## src/rtl/wb_pkg.sv

```systemverilog
// wb_pkg: shared encodings, FSM states and defaults for the Wishbone master bridge.
package wb_pkg;
  localparam logic [1:0] SIZE_BYTE = 2'b00;
  localparam logic [1:0] SIZE_HALF = 2'b01;
  localparam logic [1:0] SIZE_WORD = 2'b10;
  localparam logic [1:0] SIZE_ILLEGAL = 2'b11;
  localparam int TIMEOUT_DEFAULT = 16;
  typedef enum logic [1:0] {IDLE, BUS, RESP} state_t;
  function automatic logic misaligned(input logic [1:0] size, input logic [1:0] off);
    return size == SIZE_ILLEGAL || (size == SIZE_HALF && off[0]) || (size == SIZE_WORD && off != 2'b00);
  endfunction
endpackage

```

## src/rtl/wb_lane_align.sv

```systemverilog
// wb_lane_align: byte selects, lane-replicated write data and right-aligned, masked read data.
module wb_lane_align
  import wb_pkg::*;
(
  input  logic [1:0]  size,
  input  logic [1:0]  off,
  input  logic [31:0] wdata,
  input  logic [31:0] bus_rdata,
  output logic [3:0]  sel,
  output logic [31:0] wdat,
  output logic [31:0] rdata
);
  logic [31:0] shifted;
  always_comb begin
    shifted = bus_rdata >> {off, 3'b000};
    sel = size == SIZE_BYTE ? 4'b0001 << off : size == SIZE_HALF ? 4'b0011 << off : 4'b1111;
    wdat = size == SIZE_BYTE ? {4{wdata[7:0]}} : size == SIZE_HALF ? {2{wdata[15:0]}} : wdata;
    rdata = size == SIZE_BYTE ? {24'h0, shifted[7:0]} : size == SIZE_HALF ? {16'h0, shifted[15:0]} : shifted;
  end
endmodule

```

## src/rtl/wishbone_master_bridge.sv

```systemverilog
// wishbone_master_bridge: one core load/store request -> one Wishbone classic cycle -> one response pulse.
module wishbone_master_bridge
  import wb_pkg::*;
#(
  parameter int TIMEOUT_CYCLES = TIMEOUT_DEFAULT,
  parameter int ADDR_W = 32
) (
  input  logic              clk_i,
  input  logic              rst_i,
  input  logic              req_valid_i,
  output logic              req_ready_o,
  input  logic              req_we_i,
  input  logic [ADDR_W-1:0] req_addr_i,
  input  logic [1:0]        req_size_i,
  input  logic [31:0]       req_wdata_i,
  output logic              rsp_valid_o,
  output logic [31:0]       rsp_rdata_o,
  output logic              rsp_err_o,
  output logic [ADDR_W-1:0] adr_o,
  output logic [31:0]       dat_o,
  input  logic [31:0]       dat_i,
  output logic              we_o,
  output logic [3:0]        sel_o,
  output logic              stb_o,
  output logic              cyc_o,
  input  logic              ack_i,
  input  logic              err_i
);
  localparam int CW = TIMEOUT_CYCLES > 1 ? $clog2(TIMEOUT_CYCLES) : 1;
  state_t state, next;
  logic [ADDR_W-1:0] addr_q;
  logic [1:0] size_q;
  logic we_q, err_q, bus, bad, timeout;
  logic [31:0] wdata_q, rdata_q, wdat, rdata_al;
  logic [3:0] sel;
  logic [CW-1:0] cnt;
  wb_lane_align u_align (
    .size(size_q), .off(addr_q[1:0]), .wdata(wdata_q), .bus_rdata(dat_i),
    .sel(sel), .wdat(wdat), .rdata(rdata_al)
  );
  assign bus = state == BUS;
  assign bad = misaligned(req_size_i, req_addr_i[1:0]);
  assign timeout = TIMEOUT_CYCLES > 0 && cnt == CW'(TIMEOUT_CYCLES - 1);
  assign req_ready_o = state == IDLE;
  assign cyc_o = bus;
  assign stb_o = bus;
  assign we_o = bus & we_q;
  assign adr_o = bus ? {addr_q[ADDR_W-1:2], 2'b00} : '0;
  assign sel_o = bus ? sel : '0;
  assign dat_o = bus ? wdat : '0;
  assign rsp_valid_o = state == RESP;
  assign rsp_err_o = rsp_valid_o & err_q;
  assign rsp_rdata_o = rsp_valid_o ? rdata_q : '0;
  always_comb begin
    next = IDLE;
    if (state == IDLE) next = !req_valid_i ? IDLE : bad ? RESP : BUS;
    else if (bus) next = ack_i || err_i || timeout ? RESP : BUS;
  end
  always_ff @(posedge clk_i or posedge rst_i)
    if (rst_i) state <= IDLE;
    else state <= next;
  always_ff @(posedge clk_i or posedge rst_i) begin
    if (rst_i) begin
      addr_q <= '0;
      size_q <= '0;
      we_q <= 1'b0;
      wdata_q <= '0;
      err_q <= 1'b0;
      rdata_q <= '0;
      cnt <= '0;
    end else if (state == IDLE && req_valid_i) begin
      addr_q <= req_addr_i;
      size_q <= req_size_i;
      we_q <= req_we_i;
      wdata_q <= req_wdata_i;
      err_q <= bad;
      rdata_q <= '0;
      cnt <= '0;
    end else if (bus) begin
      cnt <= cnt + CW'(~&cnt);
      // err beats ack; a same-cycle ack beats the watchdog
      if (err_i || (timeout && !ack_i)) err_q <= 1'b1;
      else if (ack_i && !we_q) rdata_q <= rdata_al;
    end
  end
endmodule

```

## config.mk

```make
export PLATFORM = sky130hd
export DESIGN_NAME = wishbone_master_bridge
export DESIGN_NICKNAME = d
export VERILOG_FILES = /design/src/rtl/wb_pkg.sv /design/src/rtl/wb_lane_align.sv /design/src/rtl/wishbone_master_bridge.sv
export SDC_FILE = /design/constraint.sdc
export NUM_CORES = 1
export LEC_CHECK = 0
export BUFFER_PORTS_ARGS = -buffer_cell sky130_fd_sc_hd__buf_2
export CAP_MARGIN = 20
export CELL_PAD_IN_SITES_DETAIL_PLACEMENT = 0
export CELL_PAD_IN_SITES_GLOBAL_PLACEMENT = 1
export CORE_MARGIN = 2
export CORE_UTILIZATION = 27
export DETAILED_ROUTE_END_ITERATION = 10
export GPL_ROUTABILITY_DRIVEN = 1
export GPL_TIMING_DRIVEN = 0
export PLACE_DENSITY_LB_ADDON = 0.1
export SYNTH_ARGS = -nofsm -noshare
export SYNTH_HDL_FRONTEND = slang
export SYNTH_SLANG_ARGS = --single-unit
```

## constraint.sdc

```tcl
create_clock -name clk_i -period 3.3 [get_ports clk_i]
set_input_delay 0.495 -clock clk_i [delete_from_list [all_inputs] [get_ports clk_i]]
set_output_delay 0.495 -clock clk_i [all_outputs]
set_load 0.05 [all_outputs]
```

==> run metrics, run 1 <==
status=complete, no violations; remaining global-route overflow=0; # clock sinks=106; Post-CTS Resized=0; yosys warns=0; NetSw=1940 uW; Yosys reg bits=106; FF-to-FF setup slack=1.50 ns; ys flop type=dfrtp_1; IO Port Bufs=just over 200; Mapped Cells=675; drt first pass iters=4; Comb pwr share=between 30% and 40%; Worst-path clk slew=0.07 ns; die height=149 um; Clock Latency Late Sink=between 0.3 and 0.4 ns; fraction of registers with async set/reset=100%; most frequent cells in the layout=258 x nand2_1, 227 x buf_2, 106 x dfrtp_1; Critical Path AT=2.53 ns; crit-path cells=buf_2, clkinv_1, clkbuf_1, ha_1, mux2i_1, a21oi_1, buf_2; Synth area leaders=dfrtp_1 47%, nand2_1 17%, and2_1 8.8%; Worst EP required=2.80 ns; register area share after synthesis=46.8%; clock network fraction of design power=24.6%; Power Dens Cells=638 mW/mm2; Worst path most repeated cell=buf_2; Antenna Nets Post-Route=0; Slowest-stage cell, CP=dfrtp_1; largest net degree at the start of global routing=59; critical path class=flip-flop to output port; post-synth top area share=46.8%; Critical path origin=addr_q[0]; Net Sw Frac=41.1%; initial DRC count=240; first-pass GRT wire length=30,600 um; VDD IR-drop max=0.230 mV; worst reg2reg path endpoint=rdata_q[15]; share of cells above drive strength 1=between 20% and 30%; Synth Cell Area=0.00567 mm2; number of enable flip-flop cells after synthesis=0; final hold vios=0; DP HPWL=14,800 um; fillers=~2,300; Vias/cell=4.49; Total Power=about 4700 uW; Bufs on Longest Clock Path=2; crit path to=sel_o[2]; design area=0.00740 mm2; Die Wd=149 um; max-cap viol count=0; Pins Over Slew Limit=0; leakage power=0.00400 uW; CP Launch Type=flip-flop; worst slew pin tran=0.983 ns; CTS tree=built; RSZ-0062 raised after global routing=false; setup violators final=0; leading area contributor after synthesis=dfrtp_1; root buffer cell=clkbuf_16; Area Overhead vs Synth=30.5%; final worst-path cycle share=91.8%; final worst path period need=3.03 ns; FMAX=between 300 and 400 MHz; cts hold-fix bufs=0; Cell variety after synth=37; routed length per instance=between 15 and 20 um; die footprint=~0.022 mm2; # rows=53; Seq pwr share=38.1%; crit-path max cell delay=just under 0.4 ns; Crit. End Element=output port; Core ar.=0.0208 mm2; DRT Wirelength=19,700 um; Ports=210; DP Area=0.00709 mm2; worst relative slew slack=34.0%; GRT Total Usage=18.0%; post-CTS setup buffers=0; Hold Path Class=input pin to asynchronous set/reset pin; syn avg cell area=between 8 and 9 um2; Initial Utilization=27.2%; RR Startpoint=addr_q[0]; gpl congestion=0.786; R2R cell count=5; via count of the first global-routing pass=between 5,000 and 6,000; H-tree levels=3; most common cell after layout, fill and taps aside=nand2_1; CTS Buf Count=9; largest fanout on the critical path=11; Nets=1,005; Inserted Diodes=0; initial antenna violation count=0; Layout Cells excl Fill=1,175; number of cells after detailed placement=1,159; final clock skew=0.00907 ns; DRC=0; via count=5,279; Pint=around 2800 uW
-- critical path: cells and delay by family (launching register included) --
kind                       cells  cell delay (ns)
AOI/OAI and AO/OA              1             0.14
DFF                            1             0.39
buffers and inverters          4             1.22
adders and majority gates      1             0.36
muxes                          1             0.06
-- through the flow --
step	setup WS (ns)	utilization, %	hold slack [ns]	TNS, ns
floorplan	0.0161	-	0.437	0
global placement	-1.73	33.9	0.451	-182.68
detailed placement	0.645	34.0	0.454	0
CTS	0.266	35.5	0.182	0
global route	0.109	35.5	0.199	0
finish	0.272	35.5	0.172	0
-- logic make-up (layout without fill, tap and decap cells) --
logic type	after synthesis	count (layout)	share of synthesized area, %
AND/OR/NAND/NOR	384	384	30.1
flip-flops	106	106	46.8
AO/OA/AOI/OAI	89	89	11.1
buffers and inverters	55	279	4.55
multiplexers	33	33	5.83
adder cells (fa/ha/maj)	6	6	1.32
other	1	2	0.0661
XOR/XNOR	1	1	0.155
-- power groups by stage --
stage	sequential [uW]	clock (uW)	combinational (uW)
floorplan	1750	0	1300
global placement	1830	0	1780
detailed placement	1830	0	1780
CTS	1800	1200	1790
global route	1840	1250	1950
finish	1800	1160	1760
-- worst min path at each step --
stage / end
finish: rdata_q[14]
global route: rdata_q[11]
CTS: rdata_q[14]
detailed placement: addr_q[25]
global placement: addr_q[21]
floorplan: addr_q[10]
-- final cells by class --
class	instances	area (um2)	area share [%]
multi-input combinational	515	2760	37.3
sequential	106	2650	35.8
timing repair buffer	208	1060	14.4
tap	275	344	4.65
clock buffer	11	253	3.42
buffer	50	239	3.23
clock inverter	5	61.3	0.829
inverter	5	23.8	0.321
-- synth_stat cells (2+ instances only) --
master      n
nand2_1   258
dfrtp_1   106
and2_1     80
mux2i_1    33
nor2_1     29
a21oi_1    26
clkbuf_1   22
buf_2      20
o21ai_0    16
o21ai_1     9
o31ai_1     9
a211oi_1    8
a32o_1      8
o41ai_2     8
ha_1        6
buf_4       5
nand2b_1    4
inv_2       3
nor2b_1     3
a21o_1      2
buf_1       2
nand4_1     2
nor3b_2     2
-- flip-flops by register name (all words and copies together), names as in the netlist --
name	flops
addr_q	32
rdata_q	32
wdata_q	32
cnt	4
size_q	2
state	2
err_q	1
we_q	1
-- metal layers --
| metal | global-route usage [%] | part of all wire [%] | up-vias |
|---|---|---|---|
| met5 | 0 | 0 | - |
| met4 | 5.10 | 1.8 | 0 |
| met3 | 3.61 | 5.9 | 20 |
| met2 | 29.8 | 47 | 174 |
| met1 | 23.9 | 45 | 2456 |
| li1 | - | - | 2629 |
No activity file was read; power rests on OpenSTA's default activity.
==> inputs of run 2 (changes only) <==
--- a/config.mk
+++ b/config.mk
@@ -5,6 +5,7 @@
 export SDC_FILE = /design/constraint.sdc
 export NUM_CORES = 1
 export LEC_CHECK = 0
+export ABC_AREA = 1
 export BUFFER_PORTS_ARGS = -buffer_cell sky130_fd_sc_hd__buf_2
 export CAP_MARGIN = 20
 export CELL_PAD_IN_SITES_DETAIL_PLACEMENT = 0
==> run 2 against run 1 <==
Net effect:
- routed wire length increased by 3.5%
- first-iteration DRC count rose by 4.2%
- area after synthesis is 5.7% higher
- core utilization decreased by 0.12 points
- sequential power is 4% lower
- global-route usage down 0.50 points
- die area rose by 5.6%
- setup slack better by 0.33 ns
- clock-buffer cell count shrank 2
- non-clock buffer count down 1
- register-to-register slack better by 0.23 ns
==> run metrics, run 2 <==
DRT Wirelength=20,300 um (+3.5%); number of cells after detailed placement=1,371 (+18%); via count=5,884 (+11%); Power Dens Cells=607 mW/mm2 (-4.8%); NetSw=2000 uW (+3.3%); drt first pass iters=4 (unchanged); RR Startpoint=addr_q[0]; Worst path most repeated cell=buf_2; Cell variety after synth=26 (-30%); initial antenna violation count=3 (+3); Worst EP required=2.80 ns (about the same); syn avg cell area=6.80 um2 (-19%); critical path class=flip-flop to output port; RSZ-0062 raised after global routing=false; Clock Latency Late Sink=0.35 ns (about the same); Initial Utilization=27.5% (+0.24 points); leakage power=0.00450 uW (+12%); Total Power=4690 uW (-0.54%); Seq pwr share=36.9% (-1.2 points); Net Sw Frac=42.7% (+1.6 points); largest net degree at the start of global routing=71 (+20%); IO Port Bufs=207 (unchanged); die footprint=0.0234 mm2 (+5.6%); post-CTS setup buffers=0 (unchanged); Post-CTS Resized=0 (unchanged); clock network fraction of design power=24.6% (about the same); Nets=1,212 (+21%); Area Overhead vs Synth=29.0%; Yosys reg bits=106 (unchanged); largest fanout on the critical path=11 (unchanged); Die Wd=153 um (+2.7%); leading area contributor after synthesis=dfrtp_1; DRC=0 (unchanged); most frequent cells in the layout=337 x nand2_1, 229 x buf_2, 124 x inv_1; GRT Total Usage=17.5% (-0.50 points); post-synth top area share=44.3% (-2.5 points); Antenna Nets Post-Route=0 (unchanged); FF-to-FF setup slack=1.73 ns (+0.23 ns); # rows=54 (+1.9%); final clock skew=0.00626 ns (-0.00282 ns); fillers=2,462 (+6.4%); Layout Cells excl Fill=1,388 (+18%); Ports=210 (unchanged); most common cell after layout, fill and taps aside=nand2_1; Synth Cell Area=0.00599 mm2 (+5.7%); Critical Path AT=2.20 ns (-0.33 ns); H-tree levels=3 (unchanged); CP Launch Type=flip-flop; Synth area leaders=dfrtp_1 44%, nand2_1 21%, inv_1 7.8%; via count of the first global-routing pass=5,838 (+8.1%); CP bufs+invs=4 (unchanged); final worst path period need=2.70 ns (-0.333 ns); Core ar.=0.0218 mm2 (+4.8%); final hold vios=0 (unchanged); final worst-path cycle share=81.7% (-10 points); Bufs on Longest Clock Path=2 (unchanged); Mapped Cells=882 (+31%); share of cells above drive strength 1=25.1% (-4.4 points); Comb pwr share=38.5% (+1.2 points); root buffer cell=clkbuf_16; Vias/cell=4.24 (-5.6%); crit-path max cell delay=0.38 ns (about the same); remaining global-route overflow=0 (unchanged); fraction of registers with async set/reset=100% (unchanged); gpl congestion=0.826 (+5.0%); worst reg2reg path endpoint=rdata_q[17]; worst relative slew slack=66.3% (+32 points); number of enable flip-flop cells after synthesis=0 (unchanged); Hold Path Class=input pin to asynchronous set/reset pin; R2R cell count=7 (+2); crit-path cells=buf_2, clkinv_1, buf_2, ha_1, o22ai_1, nor2_1, buf_2; DP HPWL=15,600 um (+5.5%); first-pass GRT wire length=32,200 um (+5.3%); routed length per instance=14.7 um (-12%); yosys warns=0 (unchanged); # clock sinks=106 (unchanged); die height=153 um (+2.7%); CTS tree=built; worst slew pin tran=0.506 ns (-0.477 ns); max-cap viol count=0 (unchanged); Worst-path clk slew=0.08 ns (about the same); register area share after synthesis=44.3% (-2.5 points); CTS Buf Count=9 (unchanged); VDD IR-drop max=0.247 mV (+7.4%); Largest regs=addr_q x32, rdata_q x32, wdata_q x32; Pins Over Slew Limit=0 (unchanged); cts hold-fix bufs=0 (unchanged); commonest cells in the netlist=337 x nand2_1, 125 x inv_1, 106 x dfrtp_1; most frequent cell after synthesis=nand2_1; Crit. End Element=output port; initial DRC count=250 (+4.2%); CP top delay family=buffers and inverters; setup violators final=0 (unchanged); status=complete, no violations; FMAX=371 MHz (+12%); design area=0.00773 mm2 (+4.5%); Pint=2690 uW (-3.2%); ys flop type=dfrtp_1; DP Area=0.00742 mm2 (+4.7%); Slowest-stage cell, CP=dfrtp_1
## run 2: changes by cell type in the layout (fill, tap and decap cells not counted), sizes merged, moves of 14 or more
cell / before / now
mux2i: 33 / 0
o21ai: 25 / 49
clkbuf: 33 / 16
and2: 80 / 0
nand2: 258 / 342
buf: 236 / 250
inv: 5 / 132
nor2: 29 / 103
nand3: 2 / 73
## run 2: final cells by class
| cell class | instances | area, um2 | area share [%] |
|---|---|---|---|
| antenna | 1 | 2.50 | 0.0324 |
| multi-input combinational | 597 | 2560 | 33.1 |
| clock inverter | 7 | 86.3 | 1.12 |
| sequential | 106 | 2650 | 34.3 |
| clock buffer | 9 | 225 | 2.91 |
| buffer | 49 | 283 | 3.66 |
| timing repair buffer | 208 | 1060 | 13.8 |
| inverter | 131 | 504 | 6.52 |
| tap | 280 | 350 | 4.53 |
## run 2: cells by family (layout without fill, tap and decap cells)
group	count (synthesis)	after routing	share of synthesized area, %
fa+ha+maj	6	6	1.25
other cells	1	3	0.0626
simple gates	519	519	35.5
compound gates	70	70	5.87
flops	106	106	44.3
buf+inv	180	404	13.0
## run 2: per-layer routing
layer	up-vias	part of all wire [%]	track usage, %
met2	146	45	27.6
li1	3078	-	-
met1	2648	49	24.2
met4	4	0.56	3.04
met5	-	0.15	0
met3	8	6.1	5.13
## run 2: power groups by stage
stage                     clock [uW]  sequential (uW)  combinational, uW
final                           1150             1730               1810
after global routing            1260             1770               2030
after CTS                       1210             1730               1830
after detailed placement           0             1760               1830
after global placement             0             1760               1820
after floorplan                    0             1700               1320
## run 2: worst register-to-register path, cell delays in order, from the launching register on
cell and delay (ns):
dfrtp_1 0.38, buf_2 0.21, clkbuf_1 0.41, nand2_1 0.14, nand3_1 0.15, nor2_1 0.06, nand2_1 0.07, nand2_1 0.05
## run 2: worst max-delay path by stage
stage | startpoint | to | depth (start not counted)
after detailed placement | addr_q[1] | sel_o[2] | 7
final | addr_q[1] | sel_o[2] | 7
after global routing | addr_q[1] | sel_o[2] | 7
after floorplan | rst_i | addr_q[0] | 1
after CTS | addr_q[1] | sel_o[2] | 7
after global placement | rst_i | wdata_q[20] | 2
## run 2: through the flow
step	setup slack [ns]	util [%]	hold slack, ns	TNS [ns]
2_1_floorplan	0.0161	-	0.442	0
3_3_place_gp	-1.69	33.8	0.459	-178.02
3_5_place_dp	0.999	34.0	0.462	0
4_1_cts	0.589	35.4	0.120	0
5_1_grt	0.439	35.4	0.131	0
6_report	0.605	35.4	0.118	0
